--- src/rtl/glb_arb_pkg.sv ---
// Shared types and helpers for the GLB port-1 arbiter.
// Holds the FSM state encoding and a one-hot-to-index helper.
package glb_arb_pkg;

    localparam int unsigned MAX_REQ = 8;

    typedef enum logic {
        StIdle = 1'b0,
        StOwn  = 1'b1
    } arb_state_e;

    // Callers pass a zero-extended one-hot vector. Any set bits are OR-ed together.
    function automatic int unsigned onehot_to_idx(input logic [MAX_REQ-1:0] oh);
        int unsigned idx;
        idx = 0;
        for (int unsigned i = 0; i < MAX_REQ; i++) begin
            if (oh[i]) begin
                idx = idx | i;
            end
        end
        return idx;
    endfunction

endpackage

--- src/rtl/rr_priority_pick.sv ---
// Round-robin priority picker. It returns the first set request at or above ptr,
// searching upward and wrapping around.
module rr_priority_pick #(
    parameter int unsigned N     = 4,
    parameter int unsigned IDX_W = 2
) (
    input  logic [N-1:0]     req,
    input  logic [IDX_W-1:0] ptr,
    output logic [N-1:0]     winner,
    output logic             any
);

    logic [N-1:0] rot_req;
    logic [N-1:0] rot_win;

    // Rotate so that ptr lands on bit 0, isolate the lowest set bit, then rotate back.
    always_comb begin
        rot_req = N'({req, req} >> ptr);
        rot_win = rot_req & ~(rot_req - 1'b1);
        winner  = N'(({rot_win, rot_win} << ptr) >> N);
        any     = |req;
    end

endmodule

--- src/rtl/glb_port_arbiter.sv ---
// Round-robin arbiter for GLB RAM port 1 with burst ownership, zero-bubble handover,
// a burst cap and read-return strobes that go back to the requester that issued the read.
module glb_port_arbiter
    import glb_arb_pkg::*;
#(
    parameter int unsigned DATA_WIDTH = 16,
    parameter int unsigned ADDR_WIDTH = 16,
    parameter int unsigned NUM_REQ    = 4,
    parameter int unsigned MAX_BURST  = 64
) (
    input  logic                           clk,
    input  logic                           reset,
    input  logic                           en,
    input  logic [NUM_REQ-1:0]             req_valid,
    output logic [NUM_REQ-1:0]             req_ready,
    input  logic [NUM_REQ-1:0]             req_we,
    input  logic [NUM_REQ-1:0]             req_last,
    input  logic [NUM_REQ*ADDR_WIDTH-1:0]  req_addr,
    input  logic [NUM_REQ*DATA_WIDTH-1:0]  req_wdata,
    output logic                           ram_we,
    output logic [ADDR_WIDTH-1:0]          ram_addr1,
    output logic [DATA_WIDTH-1:0]          ram_di,
    input  logic [DATA_WIDTH-1:0]          ram_do1,
    output logic [NUM_REQ-1:0]             rd_valid,
    output logic [DATA_WIDTH-1:0]          rd_data,
    output logic [NUM_REQ-1:0]             grant,
    output logic                           busy
);

    localparam int unsigned IDX_W = $clog2(NUM_REQ);
    localparam int unsigned CNT_W = $clog2(MAX_BURST + 1);
    localparam logic [CNT_W-1:0] CAP_M1   = CNT_W'(MAX_BURST - 1);
    localparam logic [IDX_W-1:0] LAST_IDX = IDX_W'(NUM_REQ - 1);

    arb_state_e             state_q, state_d;
    logic [NUM_REQ-1:0]     grant_q, grant_d;
    logic [IDX_W-1:0]       ptr_q, ptr_d;
    logic [CNT_W-1:0]       cnt_q, cnt_d;
    logic [NUM_REQ-1:0]     rd_valid_q, rd_valid_d;
    logic [ADDR_WIDTH-1:0]  hold_addr_q;
    logic [DATA_WIDTH-1:0]  hold_di_q;

    logic                   own_valid, own_we, own_last;
    logic [ADDR_WIDTH-1:0]  own_addr;
    logic [DATA_WIDTH-1:0]  own_di;
    logic [MAX_REQ-1:0]     grant_ext;
    logic [IDX_W-1:0]       owner_idx, next_ptr, pick_ptr;
    logic [NUM_REQ-1:0]     pick_winner;
    logic                   pick_any;
    logic                   in_own, beat, cap_hit, release_own;

    // Owner mux. An AND-OR over the one-hot grant yields all zeros when idle.
    always_comb begin
        own_valid = 1'b0;
        own_we    = 1'b0;
        own_last  = 1'b0;
        own_addr  = '0;
        own_di    = '0;
        for (int i = 0; i < int'(NUM_REQ); i++) begin
            if (grant_q[i]) begin
                own_valid = req_valid[i];
                own_we    = req_we[i];
                own_last  = req_last[i];
                own_addr  = req_addr[i*ADDR_WIDTH +: ADDR_WIDTH];
                own_di    = req_wdata[i*DATA_WIDTH +: DATA_WIDTH];
            end
        end
    end

    always_comb begin
        grant_ext                = '0;
        grant_ext[NUM_REQ-1:0]   = grant_q;
    end

    assign owner_idx = IDX_W'(onehot_to_idx(grant_ext));
    assign next_ptr  = (owner_idx == LAST_IDX) ? '0 : owner_idx + 1'b1;
    assign in_own    = (state_q == StOwn);

    // The handover search starts just past the current owner, so a releasing owner
    // ranks last and wins again only when it is the sole requester.
    assign pick_ptr  = in_own ? next_ptr : ptr_q;

    rr_priority_pick #(
        .N     (NUM_REQ),
        .IDX_W (IDX_W)
    ) u_pick (
        .req    (req_valid),
        .ptr    (pick_ptr),
        .winner (pick_winner),
        .any    (pick_any)
    );

    assign beat        = en & in_own & own_valid;
    assign cap_hit     = (cnt_q == CAP_M1);
    assign release_own = (en & in_own & ~own_valid) | (beat & (own_last | cap_hit));

    always_comb begin
        state_d    = state_q;
        grant_d    = grant_q;
        ptr_d      = ptr_q;
        cnt_d      = cnt_q;
        rd_valid_d = rd_valid_q;
        if (en) begin
            rd_valid_d = '0;
            unique case (state_q)
                StIdle: begin
                    if (pick_any) begin
                        state_d = StOwn;
                        grant_d = pick_winner;
                        cnt_d   = '0;
                    end
                end
                StOwn: begin
                    if (beat) begin
                        cnt_d = cnt_q + 1'b1;
                        if (!own_we) begin
                            rd_valid_d = grant_q;
                        end
                    end
                    if (release_own) begin
                        ptr_d = next_ptr;
                        cnt_d = '0;
                        if (pick_any) begin
                            grant_d = pick_winner;
                        end else begin
                            state_d = StIdle;
                            grant_d = '0;
                        end
                    end
                end
            endcase
        end
    end

    always_ff @(posedge clk or negedge reset) begin
        if (!reset) begin
            state_q     <= StIdle;
            grant_q     <= '0;
            ptr_q       <= '0;
            cnt_q       <= '0;
            rd_valid_q  <= '0;
            hold_addr_q <= '0;
            hold_di_q   <= '0;
        end else begin
            state_q    <= state_d;
            grant_q    <= grant_d;
            ptr_q      <= ptr_d;
            cnt_q      <= cnt_d;
            rd_valid_q <= rd_valid_d;
            if (en && in_own) begin
                hold_addr_q <= own_addr;
                hold_di_q   <= own_di;
            end
        end
    end

    assign req_ready = en ? grant_q : '0;
    assign ram_we    = beat & own_we;
    assign ram_addr1 = in_own ? own_addr : hold_addr_q;
    assign ram_di    = in_own ? own_di : hold_di_q;
    assign rd_valid  = rd_valid_q;
    assign rd_data   = ram_do1;
    assign grant     = grant_q;
    assign busy      = in_own;

endmodule
--- config.mk ---
export PLATFORM = sky130hd
export DESIGN_NAME = glb_port_arbiter
export DESIGN_NICKNAME = d
export VERILOG_FILES = /design/src/rtl/glb_arb_pkg.sv /design/src/rtl/rr_priority_pick.sv /design/src/rtl/glb_port_arbiter.sv
export SDC_FILE = /design/constraint.sdc
export NUM_CORES = 1
export LEC_CHECK = 0
export ABC_AREA = 1
export BUFFER_PORTS_ARGS = -buffer_cell sky130_fd_sc_hd__buf_2
export CORE_AREA = 2 2 96 98
export CTS_CLUSTER_SIZE = 12
export DETAILED_ROUTE_END_ITERATION = 10
export DIE_AREA = 0 0 98 100
export GPL_TIMING_DRIVEN = 0
export PLACE_DENSITY_LB_ADDON = 0.15
export SETUP_SLACK_MARGIN = 0.5
export SLEW_MARGIN = 20
export SYNTH_ARGS = -nofsm -noshare
export SYNTH_HDL_FRONTEND = slang
export SYNTH_SLANG_ARGS = --single-unit
--- constraint.sdc ---
create_clock -name clk -period 1.7 [get_ports clk]
set_input_delay 0.085 -clock clk [delete_from_list [all_inputs] [get_ports clk]]
set_output_delay 0.085 -clock clk [all_outputs]
set_load 0.005 [all_outputs]
==> summary.md, run 1 <==
| Metric | Value |
|---|---|
| Run status | finished, violations left |
| Failing checks | negative setup slack |
| Area of the multi-input gates | 3040 µm² |
| Crit Path Max Fanout | 6 |
| CP Capture Type | primary output |
| Element type at the critical path start | register |
| Total power | 13,700 µW |
| DRC viols | 0 |
| Max_slew headroom | 55.3% |
| Hold endpoint | hold_di_q[5] |
| Hold path startpoint | req_wdata[53] |
| Routed len/inst | 20.2 µm |
| Final period util | 122% |
| Fillcell total | 472 |
| Worst r2r src | grant[2] |
| Design area | 7480 µm² |
| Hold Path Class | in -> reg |
| Tightest Pin Transition | 0.670 ns |
| Number of global-route vias before repair | 5,080 |
| IO Pins | 221 |
| Area grow syn2layout | 93.3% |
| Synthesized flop and latch total | 50 |
| Post-DP Area | 5090 µm² |
| Critical path class | reg -> out |
| R2r endpoint | grant[3] |
| Cell variety after synth | 27 |
| Reg2reg setup slack | -0.26 ns |
| Max Freq | 481 MHz |
| RSZ-0062 raised after global routing | yes |
| Clock tree from TritonCTS | yes |
| Die area | 9800 µm² |
| Post-synthesis sequential area ratio | 32.3% |
| Routed Antenna Nets | 0 |
| Worst R2R Path Depth | 13 |
| Tot GR Track Use | 30.5% |
| Routability congestion estimate from global placement | 0.861 |
| Clk sinks | 50 |
| Final setup vio count | 56 |
| Chip Height | 100 µm |
| Cell Area, Synth | 3870 µm² |
| Share of cells above drive strength 1 | 61.8% |
| Critical-path cell list | buf_6 > clkinvlp_4 > buf_4 > o21ai_0 > o21ai_2 > nand2_1 > o21ai_1 > buf_2 |
| Initial DRC count | 345 |
| DP Worst Slack | -0.317 ns |
| Initial cell density of the core | 43.5% |
| CTS root buf | clkbuf_8 |
| Pre-antenna DRT Iters | 5 |
| Worst-path clk slew | 0.10 ns |
| Drt total wl | 20,100 µm |
| Power Dens Cells | 1830 nW/µm² |
| Setup Skew | 0.0119 ns |
| Max-slew violations | 0 |
| Port bufs | 203 |
| Cts bufs inserted | 5 |
| Max stage delay on crit path | 0.39 ns |
| Hold path cells | 5 |
| Final Hold Viols | 0 |
| Setup ws final | -0.380 ns |
| Initial antenna violation count | 1 |
| Fin nets | 1,042 |
| CP arrival | 1.99 ns |
| Cell with the largest stage delay on the worst path | dfrtp_1 |
| Gr ovfl total | 0 |
| FF/Latch Area | 1250 µm² |
| VDD IR-drop max | 823 µV |
| Syn_nets | 735 |
| Vias | 5,809 |
| Synthesized area per cell | 6.73 µm² |
| Synth Warn # | 0 |
| Die width | 98 µm |
| Max cap viols | 0 |
| Tmin final | 2.08 ns |
| Detail Placement HPWL | 10,200 µm |
| Largest net degree at the start of global routing | 51 |
| Clk_lat worst skew | 0.32 ns |
| # H-tree levels | 2 |
| Core Footprint | 8890 µm² |
| Max Root-Sink Buffers | 2 |
| Synth Instances | 575 |
| P_leak | 0.00373 µW |
| # rows | 35 |
| Vias per cell | 5.84 |
| Req. time, crit path | 1.62 ns |
| First-pass GRT wire length | 24,400 µm |
| Min Hold Slack | 0.115 ns |
-- registers in the layout, summed over array words and instances, names as in the netlist --
signal       count
hold_di_q       16
ptr_q            2
cnt_q            7
rd_valid         4
hold_addr_q     16
busy             1
grant            4
-- power by group --
part           switching (µW)  internal (µW)
clock network             459            443
registers                 247           1640
logic                    5800           5130
total                    6510           7210
-- layer usage --
layer | part of all wire [%] | GRT usage (%) | vias to the layer above
met5 | 0 | 0 | -
met4 | 5.8 | 11.9 | 0
met3 | 8.5 | 4.87 | 106
met2 | 50 | 53.1 | 459
met1 | 36 | 38.0 | 2704
li1 | - | - | 2540
-- cells by family after synthesis --
logic type	Yosys count	share of synthesized area, %
buffers and inverters	112	13.0
AO/OA/AOI/OAI	178	26.5
XOR/XNOR	5	1.13
flip-flops	50	32.3
AND/OR/NAND/NOR	229	26.6
adder cells (fa/ha/maj)	1	0.323
-- synth_stat cells --
master | count | area [µm²]
nand2_1 | 159 | 597
o21ai_0 | 132 | 661
inv_1 | 57 | 214
dfrtp_1 | 50 | 1250
nand3_1 | 33 | 165
a221oi_1 | 32 | 280
clkbuf_1 | 20 | 75.1
buf_4 | 19 | 143
buf_2 | 10 | 50.1
nand2_4 | 9 | 101
nor2_1 | 8 | 30.0
nor2_2 | 7 | 43.8
a21oi_1 | 6 | 30.0
nand2_2 | 6 | 37.5
o22ai_1 | 5 | 31.3
buf_1 | 4 | 15.0
xor2_1 | 4 | 35.0
a22oi_1 | 2 | 15.0
inv_2 | 2 | 7.51
nand3_2 | 2 | 20.0
nand4_1 | 2 | 12.5
a21oi_2 | 1 | 8.76
ha_1 | 1 | 12.5
nor2_4 | 1 | 11.3
nor3_1 | 1 | 5.00
nor3b_1 | 1 | 7.51
xnor2_1 | 1 | 8.76
-- worst max-delay path, delay by kind of cell, from the launching register on --
| kind | cells | cell delay, ns |
|---|---|---|
| and+or+nand+nor | 1 | 0.10 |
| DFF | 1 | 0.39 |
| buffers and inverters | 4 | 0.62 |
| AOI/OAI and AO/OA | 3 | 0.58 |
-- worst max-delay path by stage --
stage               depth (start not counted)       endpoint      from  slack [ns]
floorplan                                  12       grant[2]  grant[1]        0.22
global placement                            7   ram_addr1[8]  grant[3]       -0.31
detailed placement                          7   ram_addr1[1]  grant[1]       -0.32
CTS                                         8  ram_addr1[12]  grant[2]       -0.14
global route                                8     ram_di[15]  grant[2]       -0.41
finish                                      8     ram_di[15]  grant[2]       -0.38
-- cell usage in the layout (no fill, tap or decap), drive strengths merged --
cell type / instances
bufbuf: 1
nor3: 1
a21oi: 7
nor2: 16
dlygate4sd3: 1
xor2: 4
clkbuf: 20
diode: 1
a221oi: 32
ha: 1
clkinv: 1
nand3: 35
nand2: 174
o22ai: 5
dfrtp: 50
bufinv: 1
nand4: 2
nor3b: 1
clkinvlp: 3
inv: 58
xnor2: 1
a22oi: 2
buf: 335
o21ai: 132
-- metrics by stage --
stage	std cells	utilization, %	TNS [ns]
2_1_floorplan	575	-	0
4_1_cts	958	72.9	-3.77
3_5_place_dp	889	57.3	-11.15
6_report	995	84.1	-10.45
5_1_grt	995	84.1	-13.52
3_3_place_gp	889	57.2	-9.45
-- what timing repair did --
action | in CTS | in global routing
gates resized for setup | 269 | 171
setup buffers | 54 | 29
hold buffers | 1 | 0
pin swaps | 36 | 49
setup endpoints to repair | 86 | 87
cloned | 6 | 7
hold endpoints to repair | 50 | 0
-- layout make-up --
cell class,instances,area share [%]
Multi-Input combinational cell,413,40.6
Clock buffer,5,0.920
Timing Repair Buffer,299,27.5
Inverter,59,3.26
Sequential cell,50,16.8
Clock inverter,3,0.586
Tap cell,111,1.86
Antenna cell,1,0.0335
Buffer,53,8.40
Timing Repair inverter,1,0.100
No activity file was read; power rests on OpenSTA's default activity.
==> run 2: changes to the inputs <==
CELL_PAD_IN_SITES_DETAIL_PLACEMENT = 0   (was not set)
CELL_PAD_IN_SITES_GLOBAL_PLACEMENT = 2   (was not set)
CORE_AREA = 2 2 136 138   (was 2 2 96 98)
DIE_AREA = 0 0 138 140   (was 0 0 98 100)
==> summary.md, run 2 (synthesis results as in run 1) <==
| Metric | Value |
|---|---|
| Run status | finished, violations left |
| Failing checks | negative setup slack |
| Pre-antenna DRT Iters | 4 (-1) |
| Initial cell density of the core | 21.8% (-22 points) |
| Share of cells above drive strength 1 | 56.8% (-5.1 points) |
| Max cap viols | 0 (unchanged) |
| Critical-path cell list | buf_12 > buf_6 > clkbuf_16 > a221oi_4 > o21ai_1 > nand2_1 > o21ai_1 > buf_2 |
| Setup ws final | -0.188 ns (+0.192 ns) |
| Worst-path clk slew | 0.07 ns (-0.03 ns) |
| # rows | 49 (+40%) |
| CTS root buf | clkbuf_16 |
| Req. time, crit path | 1.62 ns (about the same) |
| Number of global-route vias before repair | 4,801 (-5.5%) |
| Routability congestion estimate from global placement | 0.794 (-7.7%) |
| Final period util | 111% (-11 points) |
| Final Util | 39.8% (-44 points) |
| IO Pins | 221 (unchanged) |
| Routed Antenna Nets | 0 (unchanged) |
| Cell with the largest stage delay on the worst path | dfrtp_2 |
| Core Footprint | 17,800 µm² (+100%) |
| Largest net degree at the start of global routing | 51 (unchanged) |
| Most common library cell in the layout ignoring fill and taps | buf_2 |
| CP arrival | 1.80 ns (-0.19 ns) |
| Initial antenna violation count | 0 (-1) |
| CP bufs+invs | 4 (unchanged) |
| Initial DRC count | 221 (-36%) |
| Routed len/inst | 16.7 µm (-18%) |
| RSZ-0062 raised after global routing | yes |
| Max stage delay on crit path | 0.43 ns (+0.04 ns) |
| Tot GR Track Use | 17.4% (-13 points) |
| Chip Height | 140 µm (+40%) |
| Vias per cell | 4.67 (-20%) |
| Detail Placement HPWL | 12,600 µm (+23%) |
| Min Hold Slack | 0.121 ns (+0.00642 ns) |
| Setup Skew | 0.00497 ns (-0.00692 ns) |
| Element type at the critical path start | register |
| Tmin final | 1.89 ns (-0.192 ns) |
| Inst Count DP | 1,007 (+13%) |
| Tightest Pin Transition | 0.715 ns (+0.0447 ns) |
| Most frequent cells in the layout | 206 x buf_2, 142 x nand2_1, 61 x buf_4 |
| Die area | 19,300 µm² (+97%) |
| Die width | 138 µm (+41%) |
| Critical path class | reg -> out |
| Fin nets | 1,003 (-3.7%) |
| CP Capture Type | primary output |
| Power Dens Cells | 1730 nW/µm² (-5.5%) |
| VDD IR-drop max | 640 µV (-22%) |
| Max-slew violations | 0 (unchanged) |
| P_leak | 0.00342 µW (-8.3%) |
| Final setup vio count | 43 (-23%) |
| Total power | 12,300 µW (-11%) |
| Crit Path Max Fanout | 7 (+1) |
| ANT cells | 0 (-1) |
| Drt total wl | 17,900 µm (-11%) |
| Vias | 5,012 (-14%) |
| Max Freq | 530 MHz (+10%) |
| Post-DP Area | 5240 µm² (+2.9%) |
| Non-Filler Instances | 1,073 (+7.8%) |
| # H-tree levels | 2 (unchanged) |
| First-pass GRT wire length | 26,700 µm (+9.5%) |
| Area grow syn2layout | 82.8% |
| Largest regs | hold_addr_q x16, hold_di_q x16, cnt_q x7 |
| Cell mode on critical path | o21ai_1 |
| Port bufs | 203 (unchanged) |
| Final Hold Viols | 0 (unchanged) |
| Hold Path Class | in -> reg |
| Crit path max-delay family | buffers and inverters |
| DRC viols | 0 (unchanged) |
| Max Root-Sink Buffers | 2 (unchanged) |
| Gr ovfl total | 0 (unchanged) |
| Design area | 7070 µm² (-5.4%) |
| Clk_lat worst skew | 0.31 ns (about the same) |
| Clock tree from TritonCTS | yes |
| Max_slew headroom | 52.3% (-3.0 points) |
| Cts bufs inserted | 5 (unchanged) |
| Clk sinks | 50 (unchanged) |
==> run 2: final cells by class <==
class                      count  area, µm²
buffer                        53        604
clock buffer                   7        143
clock inverter                 1       5.00
fill                        1856      10700
inverter                      59        239
multi-input combinational    413       2930
sequential                    50       1250
tap                          229        287
timing repair buffer         261       1610
==> run 2: worst paths after layout <==
path	slack [ns]	startpoint	to	cells after the start
setup reg to reg	-0.08	grant[2]	grant[2]	12
max in group asynchronous	0.79	reset	grant[3]	2
hold / removal	0.12	req_wdata[62]	hold_di_q[14]	5
setup / recovery	-0.19	grant[2]	ram_addr1[12]	8
hold reg to reg	0.51	cnt_q[0]	cnt_q[0]	1
min in group asynchronous	0.39	reset	hold_di_q[3]	2
==> run 2: stage by stage <==
step / setup TNS [ns] / setup slack [ns]
after floorplan: 0 / 0.222
after global placement: -19.16 / -0.468
after detailed placement: -21.34 / -0.475
after CTS: -5.77 / -0.209
after global routing: -9.48 / -0.265
final: -5.01 / -0.188
==> run 2: per-layer routing <==
metal | part of all wire (%) | up-vias | global-route usage [%]
li1 | - | 2459 | -
met1 | 45 | 2344 | 22.8
met2 | 48 | 187 | 29.4
met3 | 5.5 | 22 | 3.69
met4 | 1.8 | 0 | 4.19
met5 | 0 | - | 0
==> run 2: where the power goes <==
| part | switching, µW | internal [µW] |
|---|---|---|
| registers | 197 | 1640 |
| logic | 4990 | 4350 |
| clock network | 499 | 587 |
| total | 5680 | 6580 |
==> run 2: repair_timing <==
| item | in CTS | in global routing |
|---|---|---|
| resized for setup | 211 | 153 |
| gates cloned | 5 | 2 |
| buffers inserted | 32 | 18 |
| setup endpoints to repair | 86 | 87 |
| pin swaps | 24 | 54 |
| hold buffers | 1 | 0 |
| endpoints found under the hold margin | 50 | 0 |
==> run 2: worst min-delay path: cells and delay by family <==
kind | cells | cell delay [ns]
AOI/OAI and AO/OA | 2 | 0.13
buffers and inverters | 1 | 0.07
and+or+nand+nor | 2 | 0.10
==> run 3: changes to the inputs <==
CTS_BUF_LIST = sky130_fd_sc_hd__clkbuf_8   (was not set)
==> summary.md, run 3 (synthesis results as in run 1) <==
| Metric | Value |
|---|---|
| Run status | finished, violations left |
| Failing checks | negative setup slack |
| Cts bufs inserted | 5 (unchanged) |
| Hold Path Class | in -> reg |
| CP Capture Type | primary output |
| Final Hold Viols | 0 (unchanged) |
| Setup Skew | 0.00581 ns (+0.000843 ns) |
| Critical path class | reg -> out |
| Initial DRC count | 215 (-2.7%) |
| Clk_lat worst skew | 0.33 ns (+0.02 ns) |
| Element type at the critical path start | register |
| Most common library cell in the layout ignoring fill and taps | buf_2 |
| Sw frac | 48.0% (+1.6 points) |
| ANT cells | 0 (unchanged) |
| Worst r2r src | grant[3] |
| First-pass GRT wire length | 26,500 µm (-0.73%) |
| CP arrival | 1.87 ns (+0.07 ns) |
| Tmin final | 1.95 ns (+0.0657 ns) |
| Detail Placement HPWL | 12,600 µm (unchanged) |
| # rows | 49 (unchanged) |
| Pre-antenna DRT Iters | 4 (unchanged) |
| Max_slew headroom | 53.9% (+1.6 points) |
| CP Launch Point | grant[3] |
| # H-tree levels | 2 (unchanged) |
| Clk sinks | 50 (unchanged) |
| Net Switching | 5610 µW (-1.2%) |
| P_leak | 0.00334 µW (-2.6%) |
| Initial cell density of the core | 21.8% (unchanged) |
| FF/Latch Area | 1250 µm² (unchanged) |
| Power Dens Cells | 1700 nW/µm² (-2.0%) |
| Vias per cell | 4.65 (-0.39%) |
| Req. time, crit path | 1.62 ns (about the same) |
| Setup ws final | -0.253 ns (-0.0657 ns) |
| Design area | 6880 µm² (-2.7%) |
| Post-DP Area | 5240 µm² (unchanged) |
| Max-slew violations | 0 (unchanged) |
| Number of global-route vias before repair | 4,693 (-2.2%) |
| Inst Count DP | 1,007 (unchanged) |
| Non-Filler Instances | 1,066 (-0.65%) |
| Port bufs | 203 (unchanged) |
| Pint | 6080 µW (-7.5%) |
| Min Hold Slack | 0.0839 ns (-0.0370 ns) |
| Die width | 138 µm (unchanged) |
| Initial antenna violation count | 0 (unchanged) |
| Share of cells above drive strength 1 | 56.8% (about the same) |
| IO Pins | 221 (unchanged) |
| Area of the multi-input gates | 2910 µm² (-0.64%) |
| Worst R2R Path Depth | 10 (-2) |
| Core Footprint | 17,800 µm² (unchanged) |
| RSZ-0062 raised after global routing | yes |
| Tot GR Track Use | 17.4% (-0.051 points) |
| Vias | 4,960 (-1.0%) |
| Die area | 19,300 µm² (unchanged) |
| Area grow syn2layout | 77.9% |
| Clock tree from TritonCTS | yes |
| Drt total wl | 17,900 µm (about the same) |
| Crit Path Max Fanout | 7 (unchanged) |
| Fin nets | 996 (-0.70%) |
| Worst-path clk slew | 0.10 ns (+0.03 ns) |
| Max cap viols | 0 (unchanged) |
| Tightest Pin Transition | 0.691 ns (-0.0240 ns) |
| Reg2reg setup slack | -0.18 ns (-0.10 ns) |
| Clk pwr share | 6.8% (-2.1 points) |
| Fillcell total | 1,891 (+1.9%) |
| Reg power frac | 15.7% (+0.7 points) |
| Final setup vio count | 46 (+7.0%) |
| R2r endpoint | grant[1] |
| Max Root-Sink Buffers | 2 (unchanged) |
| Max Freq | 512 MHz (-3.4%) |
| Hold path startpoint | req_wdata[57] |
| Routability congestion estimate from global placement | 0.794 (unchanged) |
| Most frequent cells in the layout | 204 x buf_2, 144 x nand2_1, 51 x buf_4, 51 x inv_1, 49 x o21ai_2 |
| Hold path cells | 5 (unchanged) |
| Chip Height | 140 µm (unchanged) |
| DP Worst Slack | -0.475 ns (unchanged) |
| Final period util | 115% (+3.9 points) |
| Routed len/inst | 16.8 µm (+0.72%) |
| Largest regs | hold_addr_q x16, hold_di_q x16, cnt_q x7 |
| CTS root buf | clkbuf_8 |
| Gr ovfl total | 0 (unchanged) |
| Total power | 11,700 µW (-4.6%) |
| VDD IR-drop max | 566 µV (-11%) |
| Largest net degree at the start of global routing | 51 (unchanged) |
| Hold endpoint | hold_di_q[9] |
| Routed Antenna Nets | 0 (unchanged) |
| DRC viols | 0 (unchanged) |
| Comb pwr share | 77.5% (+1.3 points) |
## run 3: timing repair
item | in CTS | in global routing
pin swaps | 21 | 52
cloned | 3 | 2
resized for setup | 158 | 195
buffers inserted | 27 | 18
hold buffers | 1 | 0
hold endpoints to repair | 50 | 0
endpoints found under the setup margin | 86 | 89
## run 3: worst max path at each step
stage / end / cells past startpoint
2_1_floorplan: grant[2] / 12
3_3_place_gp: ram_addr1[1] / 7
3_5_place_dp: ram_addr1[1] / 7
4_1_cts: ram_addr1[7] / 9
5_1_grt: ram_we / 7
6_report: ram_we / 7
## run 3: routing by layer
| layer | global-route usage [%] | vias up | part of all wire, % | routed length [µm] |
|---|---|---|---|---|
| met5 | 0 | - | 0 | 0 |
| met4 | 3.81 | 0 | 0.84 | 150 |
| met3 | 3.76 | 9 | 5.1 | 906 |
| met2 | 29.2 | 160 | 50 | 8890 |
| met1 | 22.9 | 2339 | 44 | 7970 |
| li1 | - | 2452 | - | - |
## run 3: power by group through the flow
stage / clock network [µW] / logic, µW / registers (µW)
floorplan: 0 / 3650 / 1830
global placement: 0 / 5630 / 1870
detailed placement: 0 / 5690 / 1880
CTS: 843 / 7150 / 1830
global route: 866 / 9940 / 1870
finish: 792 / 9070 / 1840
## run 3: cell type report
type | count | share of cell area, %
buffer | 53 | 8.47
sequential | 50 | 18.2
clock inverter | 2 | 0.127
clock buffer | 6 | 1.20
tap | 229 | 4.16
timing repair buffer | 253 | 22.1
inverter | 59 | 3.44
multi-input combinational | 414 | 42.3
## run 3: per-stage QoR
| step | util, % | TNS (ns) |
|---|---|---|
| 2_1_floorplan | - | 0 |
| 3_3_place_gp | 29.4 | -19.16 |
| 3_5_place_dp | 29.5 | -21.34 |
| 4_1_cts | 33.7 | -9.25 |
| 5_1_grt | 38.7 | -12.35 |
| 6_report | 38.7 | -7.53 |
## run 3: critical path, stage by stage (launching register included)
cell and delay, ns:
dfrtp_2 0.44, clkinvlp_4 0.27, nand2_2 0.18, o22ai_4 0.08, nor2_4 0.15, inv_2 0.06, nor3_2 0.19, buf_2 0.15
